$ cat src/rtl/rv32i_types.sv
// Shared RV32I pipeline types: register-index width and the stage control bus.
// Holds types and constants only, so it has no latency or backpressure behaviour.
package rv32i_types;

    localparam int REG_ADDR_W = 5;

    typedef struct packed {
        logic pc_load;
        logic ifid_load;
        logic idex_load;
        logic exmem_load;
        logic memwb_load;
        logic ifid_flush;
        logic idex_flush;
        logic exmem_flush;
        logic memwb_flush;
    } pipe_ctrl_t;

endpackage

$ cat src/rtl/perf_counter.sv
// Free-running event counter: wraps modulo 2^W and does not saturate.
// Counts one per cycle with inc high; synchronous reset clears it.
module perf_counter #(
    parameter int W = 32
) (
    input  logic         clk,
    input  logic         reset,
    input  logic         inc,
    output logic [W-1:0] count
);

    always_ff @(posedge clk) begin
        if (reset) begin
            count <= '0;
        end else if (inc) begin
            count <= count + W'(1);
        end
    end

endmodule

$ cat src/rtl/pipeline_control.sv
// 5-stage pipeline sequencer: freeze on memory wait, load-use bubble, redirect squash.
// Combinational enables (zero latency); a memory not ready holds every stage.
module pipeline_control #(
    parameter int REG_ADDR_W = rv32i_types::REG_ADDR_W,
    parameter int CNT_W      = 32
) (
    input  logic                  clk,
    input  logic                  reset,
    input  logic                  icache_resp,
    input  logic                  dmem_active,
    input  logic                  dcache_resp,
    input  logic                  idex_mem_read,
    input  logic [REG_ADDR_W-1:0] idex_rd,
    input  logic [REG_ADDR_W-1:0] ifid_rs1,
    input  logic [REG_ADDR_W-1:0] ifid_rs2,
    input  logic                  ifid_uses_rs2,
    input  logic                  redirect,
    output logic                  icache_read,
    output logic                  dcache_req,
    output logic                  ifetch_hold,
    output logic                  pc_load,
    output logic                  ifid_load,
    output logic                  idex_load,
    output logic                  exmem_load,
    output logic                  memwb_load,
    output logic                  ifid_flush,
    output logic                  idex_flush,
    output logic                  exmem_flush,
    output logic                  memwb_flush,
    output logic [CNT_W-1:0]      stall_count,
    output logic [CNT_W-1:0]      flush_count
);

    rv32i_types::pipe_ctrl_t ctrl;

    logic i_done;
    logic d_done;
    logic i_ok;
    logic d_ok;
    logic advance;
    logic load_use;

    assign i_ok    = icache_resp | i_done;
    assign d_ok    = ~dmem_active | dcache_resp | d_done;
    assign advance = i_ok & d_ok;

    assign load_use = idex_mem_read && (idex_rd != '0) &&
                      ((idex_rd == ifid_rs1) || (ifid_uses_rs2 && (idex_rd == ifid_rs2)));

    // Sticky completion flags let the two ports finish in different cycles.
    always_ff @(posedge clk) begin
        if (reset || advance) begin
            i_done <= 1'b0;
            d_done <= 1'b0;
        end else begin
            i_done <= i_done | icache_resp;
            d_done <= d_done | (dcache_resp & dmem_active);
        end
    end

    always_comb begin
        ctrl        = '0;
        icache_read = 1'b0;
        dcache_req  = 1'b0;
        ifetch_hold = 1'b0;
        if (reset) begin
            ctrl.ifid_flush  = 1'b1;
            ctrl.idex_flush  = 1'b1;
            ctrl.exmem_flush = 1'b1;
            ctrl.memwb_flush = 1'b1;
        end else begin
            icache_read = ~i_done;
            dcache_req  = dmem_active & ~d_done;
            ifetch_hold = icache_resp & ~advance;
            if (advance) begin
                // Redirect wins: the dependent instruction is squashed anyway.
                if (redirect) begin
                    ctrl.pc_load    = 1'b1;
                    ctrl.ifid_load  = 1'b1;
                    ctrl.idex_load  = 1'b1;
                    ctrl.exmem_load = 1'b1;
                    ctrl.memwb_load = 1'b1;
                    ctrl.ifid_flush = 1'b1;
                    ctrl.idex_flush = 1'b1;
                end else if (load_use) begin
                    ctrl.idex_load  = 1'b1;
                    ctrl.idex_flush = 1'b1;
                    ctrl.exmem_load = 1'b1;
                    ctrl.memwb_load = 1'b1;
                end else begin
                    ctrl.pc_load    = 1'b1;
                    ctrl.ifid_load  = 1'b1;
                    ctrl.idex_load  = 1'b1;
                    ctrl.exmem_load = 1'b1;
                    ctrl.memwb_load = 1'b1;
                end
            end
        end
    end

    assign pc_load     = ctrl.pc_load;
    assign ifid_load   = ctrl.ifid_load;
    assign idex_load   = ctrl.idex_load;
    assign exmem_load  = ctrl.exmem_load;
    assign memwb_load  = ctrl.memwb_load;
    assign ifid_flush  = ctrl.ifid_flush;
    assign idex_flush  = ctrl.idex_flush;
    assign exmem_flush = ctrl.exmem_flush;
    assign memwb_flush = ctrl.memwb_flush;

    perf_counter #(.W(CNT_W)) u_stall_cnt (
        .clk   (clk),
        .reset (reset),
        .inc   (~advance),
        .count (stall_count)
    );

    perf_counter #(.W(CNT_W)) u_flush_cnt (
        .clk   (clk),
        .reset (reset),
        .inc   (advance & redirect),
        .count (flush_count)
    );

endmodule

$ cat config.mk
export PLATFORM = sky130hd
export DESIGN_NAME = pipeline_control
export DESIGN_NICKNAME = d
export VERILOG_FILES = /design/src/rtl/rv32i_types.sv /design/src/rtl/perf_counter.sv /design/src/rtl/pipeline_control.sv
export SDC_FILE = /design/constraint.sdc
export NUM_CORES = 1
export LEC_CHECK = 0
export BUFFER_PORTS_ARGS = -buffer_cell sky130_fd_sc_hd__buf_4
export CAP_MARGIN = 15
export CELL_PAD_IN_SITES_DETAIL_PLACEMENT = 0
export CELL_PAD_IN_SITES_GLOBAL_PLACEMENT = 1
export CORE_AREA = 3 3 97 99
export CTS_BUF_LIST = sky130_fd_sc_hd__clkbuf_8 sky130_fd_sc_hd__clkbuf_16
export DETAILED_ROUTE_END_ITERATION = 12
export DIE_AREA = 0 0 100 102
export GPL_TIMING_DRIVEN = 0
export PLACE_DENSITY = 0.91
export SYNTH_ARGS = -nofsm -noshare
export SYNTH_HDL_FRONTEND = slang
export SYNTH_HIERARCHICAL = 1
export SYNTH_SLANG_ARGS = --single-unit
$ cat constraint.sdc
create_clock -name clk -period 5.1 [get_ports clk]
set_input_delay 1.02 -clock clk [delete_from_list [all_inputs] [get_ports clk]]
set_output_delay 1.02 -clock clk [all_outputs]
set_load 0.01 [all_outputs]
==> results of run 1 <==
final cells by class:
cell class                      instances  area, um2  area share, %
Clock inverter                          4       17.5          0.391
Clock buffer                           12        165           3.69
Timing Repair Buffer                   98        736           16.4
Buffer                                 25        133           2.96
Sequential cell                        66       1320           29.5
Inverter                               10       37.5          0.838
Multi-Input combinational cell        300       1930           43.2
Tap cell                              108        135           3.02
registers in the layout, indices dropped and copies added (netlist names):
register	count
i_done	1
u_stall_cnt/count	32
d_done	1
u_flush_cnt/count	32
Yosys cell counts (2+ instances only):
| library cell | instances | area share, % |
|---|---|---|
| clkbuf_1 | 14 | 1.5 |
| mux2i_1 | 2 | 0.58 |
| nand2_1 | 18 | 2.0 |
| xor2_1 | 27 | 6.9 |
| mux2_2 | 18 | 5.9 |
| nor3_1 | 23 | 3.4 |
| nor4_1 | 4 | 0.73 |
| a21oi_1 | 16 | 2.3 |
| xnor2_1 | 9 | 2.3 |
| nor2_1 | 57 | 6.3 |
| nand4_1 | 20 | 3.7 |
| or4_1 | 7 | 1.5 |
| nand4_2 | 2 | 0.73 |
| buf_4 | 5 | 1.1 |
| and3_1 | 4 | 0.73 |
| dfxtp_1 | 66 | 39 |
| or2_2 | 2 | 0.37 |
| or3_1 | 8 | 1.5 |
| and3_2 | 2 | 0.44 |
| o21ai_0 | 8 | 1.2 |
| inv_1 | 10 | 1.1 |
| and2_1 | 3 | 0.55 |
| nor4_4 | 2 | 1.2 |
| or4_4 | 2 | 0.66 |
| and4_1 | 6 | 1.5 |
| ha_1 | 2 | 0.73 |
| nor2b_1 | 20 | 3.7 |
| o31ai_1 | 7 | 1.5 |
| mux2_1 | 4 | 1.3 |
| buf_6 | 2 | 0.66 |
| nand3_1 | 18 | 2.6 |
| buf_2 | 4 | 0.58 |
| nor3b_1 | 3 | 0.66 |
final timing paths:
kind         slack (ns)              start                                  to  cells past startpoint
min reg2reg        0.50  i_done$_SDFF_PP0_                   i_done$_SDFF_PP0_                      2
min                0.50  i_done$_SDFF_PP0_                   i_done$_SDFF_PP0_                      2
max reg2reg        2.60  d_done$_SDFF_PP0_  u_stall_cnt/count[25]$_SDFFE_PP0P_                      9
max                1.75         idex_rd[3]                             pc_load                      7
where the power goes:
part,internal (uW),leakage (uW),switching [uW],total (uW)
clock network,212,0.000105,189,401
logic,42.8,0.00121,45.5,88.3
registers,520,0.000532,5.55,525
worst register-to-register path, stage by stage, from the launching register on:
cell      delay [ns]
dfxtp_1         0.31
nand2b_1        0.15
o22a_1          0.23
inv_1           0.12
buf_2           0.20
and4_1          0.20
buf_2           0.19
nand4_1         0.33
nor3_1          0.32
mux2_2          0.35
metrics by stage:
stage,total power [uW],worst slack (ns),std cells,instance area (um2),util [%]
6_report,1010,1.75,623,4480,51.8
2_1_floorplan,581,2.04,401,3420,-
3_5_place_dp,626,1.75,607,4290,49.7
3_3_place_gp,623,1.79,607,4290,49.7
4_1_cts,1030,1.75,623,4480,51.8
5_1_grt,1060,1.69,623,4480,51.8
logic make-up after synthesis:
kind of cell / synth area share [%]
AOI/OAI and AO/OA: 5.96
muxes: 7.82
and+or+nand+nor: 32.7
xor gates and xnor gates: 9.21
adders and majority gates: 0.731
DFF: 38.6
buffers and inverters: 4.97
routing by layer:
layer  part of all wire (%)  vias to the layer above  GRT usage, %
li1                       -                     1623             -
met1                     44                     1533          20.4
met2                     50                       69          28.2
met3                    5.3                       10          4.71
met4                   0.84                        0          4.04
met5                      0                        -             0
==> metrics.txt, run 1 <==
P&R area growth vs syn=30.8%; initial core utilization=39.6%; CTS clk-pin slew, worst paths=0.07 ns; GPL Wtd Cong=0.801; Slew @ Worst Pin=0.468 ns; layout cell share with drive strength beyond 1=29.5%; total global-route track usage=16.4%; initial antenna violation count=0; Worst-Skew Late Latency=0.33 ns; antenna fix cells=0; max_cap viols=0; drt drc=0; Post-synth EDFFs=0; Final Cycle Share=65.7%; PwrDens=227 nW/um2; Yosys reg bits=66; Post-Synthesis Cells=401; CTS H-tree lvls=3; Final Setup Violations=0; largest net degree at the start of global routing=24; min Tclk post-route=3.35 ns; Die Height=102 um; number of DRC markers in iteration 0=60; cell-by-cell listing of the critical path=buf_4, xor2_1, nor4_2, a32oi_1, o31a_1, buf_4, buf_4; via count=3235; post-CTS sizing=0; Hold Slack=0.499 ns; VDD IR-drop max=0.000127 V; largest delay contributor family on the critical path=compound AO/OA/AOI/OAI gates; most used cell, CP=buf_4; FMAX=298 MHz; postcts setup bufs=0; Fin. Hold Viols=0; DP HPWL=6330 um; post-route ant nets=0; Root Driver=clkbuf_8; Max stage delay on crit path=0.33 ns; Clock Path Buffers=2; area of the mapped netlist=3420 um2; ys flop type=dfxtp_1; CP max stage cell=o31a_1; clk_skew=0.0142 ns; critical path startpoint category=input pin; Critical Path RT=4.08 ns; Worst Setup End Kind=output port; number of buffers added on ports=98; Net count, final=535; first-pass GRT wire length=14000 um; Min-Delay Path Class=register to register; fill count=853; crit path kind=input pin to output port; CTS buffer count=9; vias per cell=5.19; IO Count=99; CTS Hold Bufs=0; Seq/Total Area, Yosys=38.6%; TNS Setup=0 ns; library cells used by synthesis=39; commonest non-fill, non-tap cell in the layout=buf_4; Yosys warnings=6; asr flop ratio synth=0%; Worst Path Arrival=2.33 ns; drt total wl=8410 um; Post-Syn Nets=426; CTS tree=built; Avg WL per Cell=13.5 um; Leakage=0.00185 uW; Mean Syn Cell Area=8.54 um2; Slew Limit Fails=0; WP buf/inv=3; Slew HR=68.8%; worst-path fanout max=3; GRT Residual Overflow=0; RSZ-0062 raised after global routing=no; # rows=34; status=finished clean; commonest cells after routing, fill and taps aside=buf_4 (103), dfxtp_1 (66), nor2_1 (57); Chip Width=100 um; core box area=8640 um2; Sink Count=66; vias in the first global route=3063; full die area=10200 um2; TritonRoute pass-1 iters=4
(Power assumes the default switching activity.)
==> run 2: changes to the inputs <==
CORE_AREA = 3 3 99 101   (was 3 3 97 99)
DIE_AREA = 0 0 102 104   (was 0 0 100 102)
PLACE_DENSITY = 0.88   (was 0.91)
clock period = 3.1 ns   (was 5.1 ns; I/O delays follow)
==> metrics.txt, run 2 (same netlist as run 1, synthesis figures left out) <==
total global-route track usage=16.2% (was 16.4%); first-pass GRT wire length=14200 um (was 14000 um); Clock Path Buffers=2 (unchanged); crit path kind=register to register (was input pin to output port); max_cap viols=0 (unchanged); Worst Setup End Kind=register (was output port); # rows=35 (was 34); TNS Setup=0 ns (unchanged); GRT Residual Overflow=0 (unchanged); TritonRoute pass-1 iters=4 (unchanged); Avg WL per Cell=13.7 um (was 13.5 um); HP Start=i_done$_SDFF_PP0_ (unchanged); full die area=10600 um2 (was 10200 um2); Final Cycle Share=83.8%; fill count=912 (was 853); drt drc=0 (unchanged); CTS clk-pin slew, worst paths=0.08 ns (was 0.07 ns); initial core utilization=37.6% (was 39.6%); number of DRC markers in iteration 0=69 (was 60); GPL Wtd Cong=0.830 (was 0.801); Multi-input gate area=1930 um2 (unchanged); CTS tree=built (unchanged); Slew HR=66.8% (was 68.8%); largest registers=u_flush_cnt/count x32, u_stall_cnt/count x32 (unchanged); final instance area=4480 um2 (unchanged); worst-path fanout max=9 (was 3); Worst Path Arrival=2.82 ns (was 2.33 ns); Root Driver=clkbuf_8 (unchanged); CTS H-tree lvls=3 (unchanged); core box area=9110 um2 (was 8640 um2); layout cell share with drive strength beyond 1=29.8% (was 29.5%); post-CTS sizing=0 (unchanged); postcts setup bufs=0 (unchanged); VDD IR-drop max=0.000190 V (was 0.000127 V); Critical Path RT=3.33 ns (was 4.08 ns); Min-Delay Path Class=register to register (unchanged); clk_skew=0.0138 ns (was 0.0142 ns); R2R Path Start=d_done$_SDFF_PP0_ (unchanged); Worst Setup SP=d_done$_SDFF_PP0_ (was idex_rd[3]); CTS Hold Bufs=0 (unchanged); largest net degree at the start of global routing=24 (unchanged); min Tclk post-route=2.60 ns; status=finished clean (unchanged); Reg area=1320 um2 (unchanged); RSZ-0062 raised after global routing=no (unchanged); number of buffers added on ports=98 (unchanged); PwrDens=372 nW/um2 (was 227 nW/um2); FMAX=385 MHz; CTS buffer count=9 (unchanged); Area after DPL=4300 um2 (was 4290 um2); Slew @ Worst Pin=0.498 ns (was 0.468 ns); Fin. Hold Viols=0 (unchanged); vias per cell=5.14 (was 5.19); Die Height=104 um (was 102 um); IO Count=99 (unchanged); antenna fix cells=0 (unchanged); critical path startpoint category=register (was input pin); Slew Limit Fails=0 (unchanged); Worst-Skew Late Latency=0.33 ns (about the same); Sink Count=66 (unchanged); vias in the first global route=3074 (was 3063); drt total wl=8530 um (was 8410 um); commonest non-fill, non-tap cell in the layout=buf_4 (unchanged); Final Setup Violations=0 (unchanged); via count=3210 (was 3235); Net count, final=535 (unchanged); P&R area growth vs syn=30.8% (unchanged); DP HPWL=6390 um (was 6330 um); commonest cells after routing, fill and taps aside=buf_4 (103), dfxtp_1 (66), nor2_1 (57) (unchanged); Chip Width=102 um (was 100 um); post-route ant nets=0 (unchanged); Leakage=0.00183 uW (was 0.00185 uW); initial antenna violation count=0 (unchanged)
run 2: changes by cell type in the layout (fill, tap and decap cells not counted), sizes merged:
cell	previous run	this run
clkbuf	26	25
inv	12	10
clkinv	2	1
clkinvlp	0	3
run 2: worst paths after layout:
check	end	slack (ns)	cells after the start
max	u_stall_cnt/count[29]$_SDFFE_PP0P_	0.50	9
min	i_done$_SDFF_PP0_	0.50	2
max reg2reg	u_stall_cnt/count[29]$_SDFFE_PP0P_	0.50	9
min reg2reg	i_done$_SDFF_PP0_	0.50	2
run 2: per-stage QoR:
stage	setup slack (ns)	power, uW	hold WS (ns)	util (%)	cells
2_1_floorplan	0.676	956	0.472	-	401
3_3_place_gp	0.252	1030	0.479	47.2	610
3_5_place_dp	0.209	1030	0.493	47.2	610
4_1_cts	0.518	1700	0.505	49.1	625
5_1_grt	0.314	1750	0.546	49.1	625
6_report	0.504	1660	0.499	49.1	625
run 2: final cells by class:
type                       count  share of cell area, %
multi-input combinational    300                   43.2
sequential                    66                   29.5
timing repair buffer          98                   16.4
clock buffer                  11                   3.38
tap                          111                   3.10
buffer                        25                   2.96
inverter                      10                  0.838
clock inverter                 4                  0.615
run 2: metal layers:
| layer | global-route usage [%] | share of wire, % | up-vias |
|---|---|---|---|
| met2 | 26.9 | 49 | 76 |
| met1 | 20.2 | 45 | 1502 |
| met3 | 3.55 | 4.7 | 13 |
| met5 | 0 | 0 | - |
| met4 | 5.90 | 1.5 | 0 |
| li1 | - | - | 1619 |
run 2: where the power goes:
| group | internal (uW) | switching [uW] | leakage (uW) |
|---|---|---|---|
| sequential | 855 | 8.16 | 0.000532 |
| clock | 328 | 327 | 0.0000834 |
| combinational | 70.3 | 76.2 | 0.00121 |
| total | 1250 | 411 | 0.00183 |
run 2: critical path, cell delays in order, from the launching register on:
cell and delay, ns:
dfxtp_1 0.31, nand2b_1 0.15, o22a_1 0.23, inv_1 0.12, buf_2 0.20, and4_1 0.19, buf_2 0.21, nand4_1 0.36
nor3_1 0.36, mux2_2 0.36
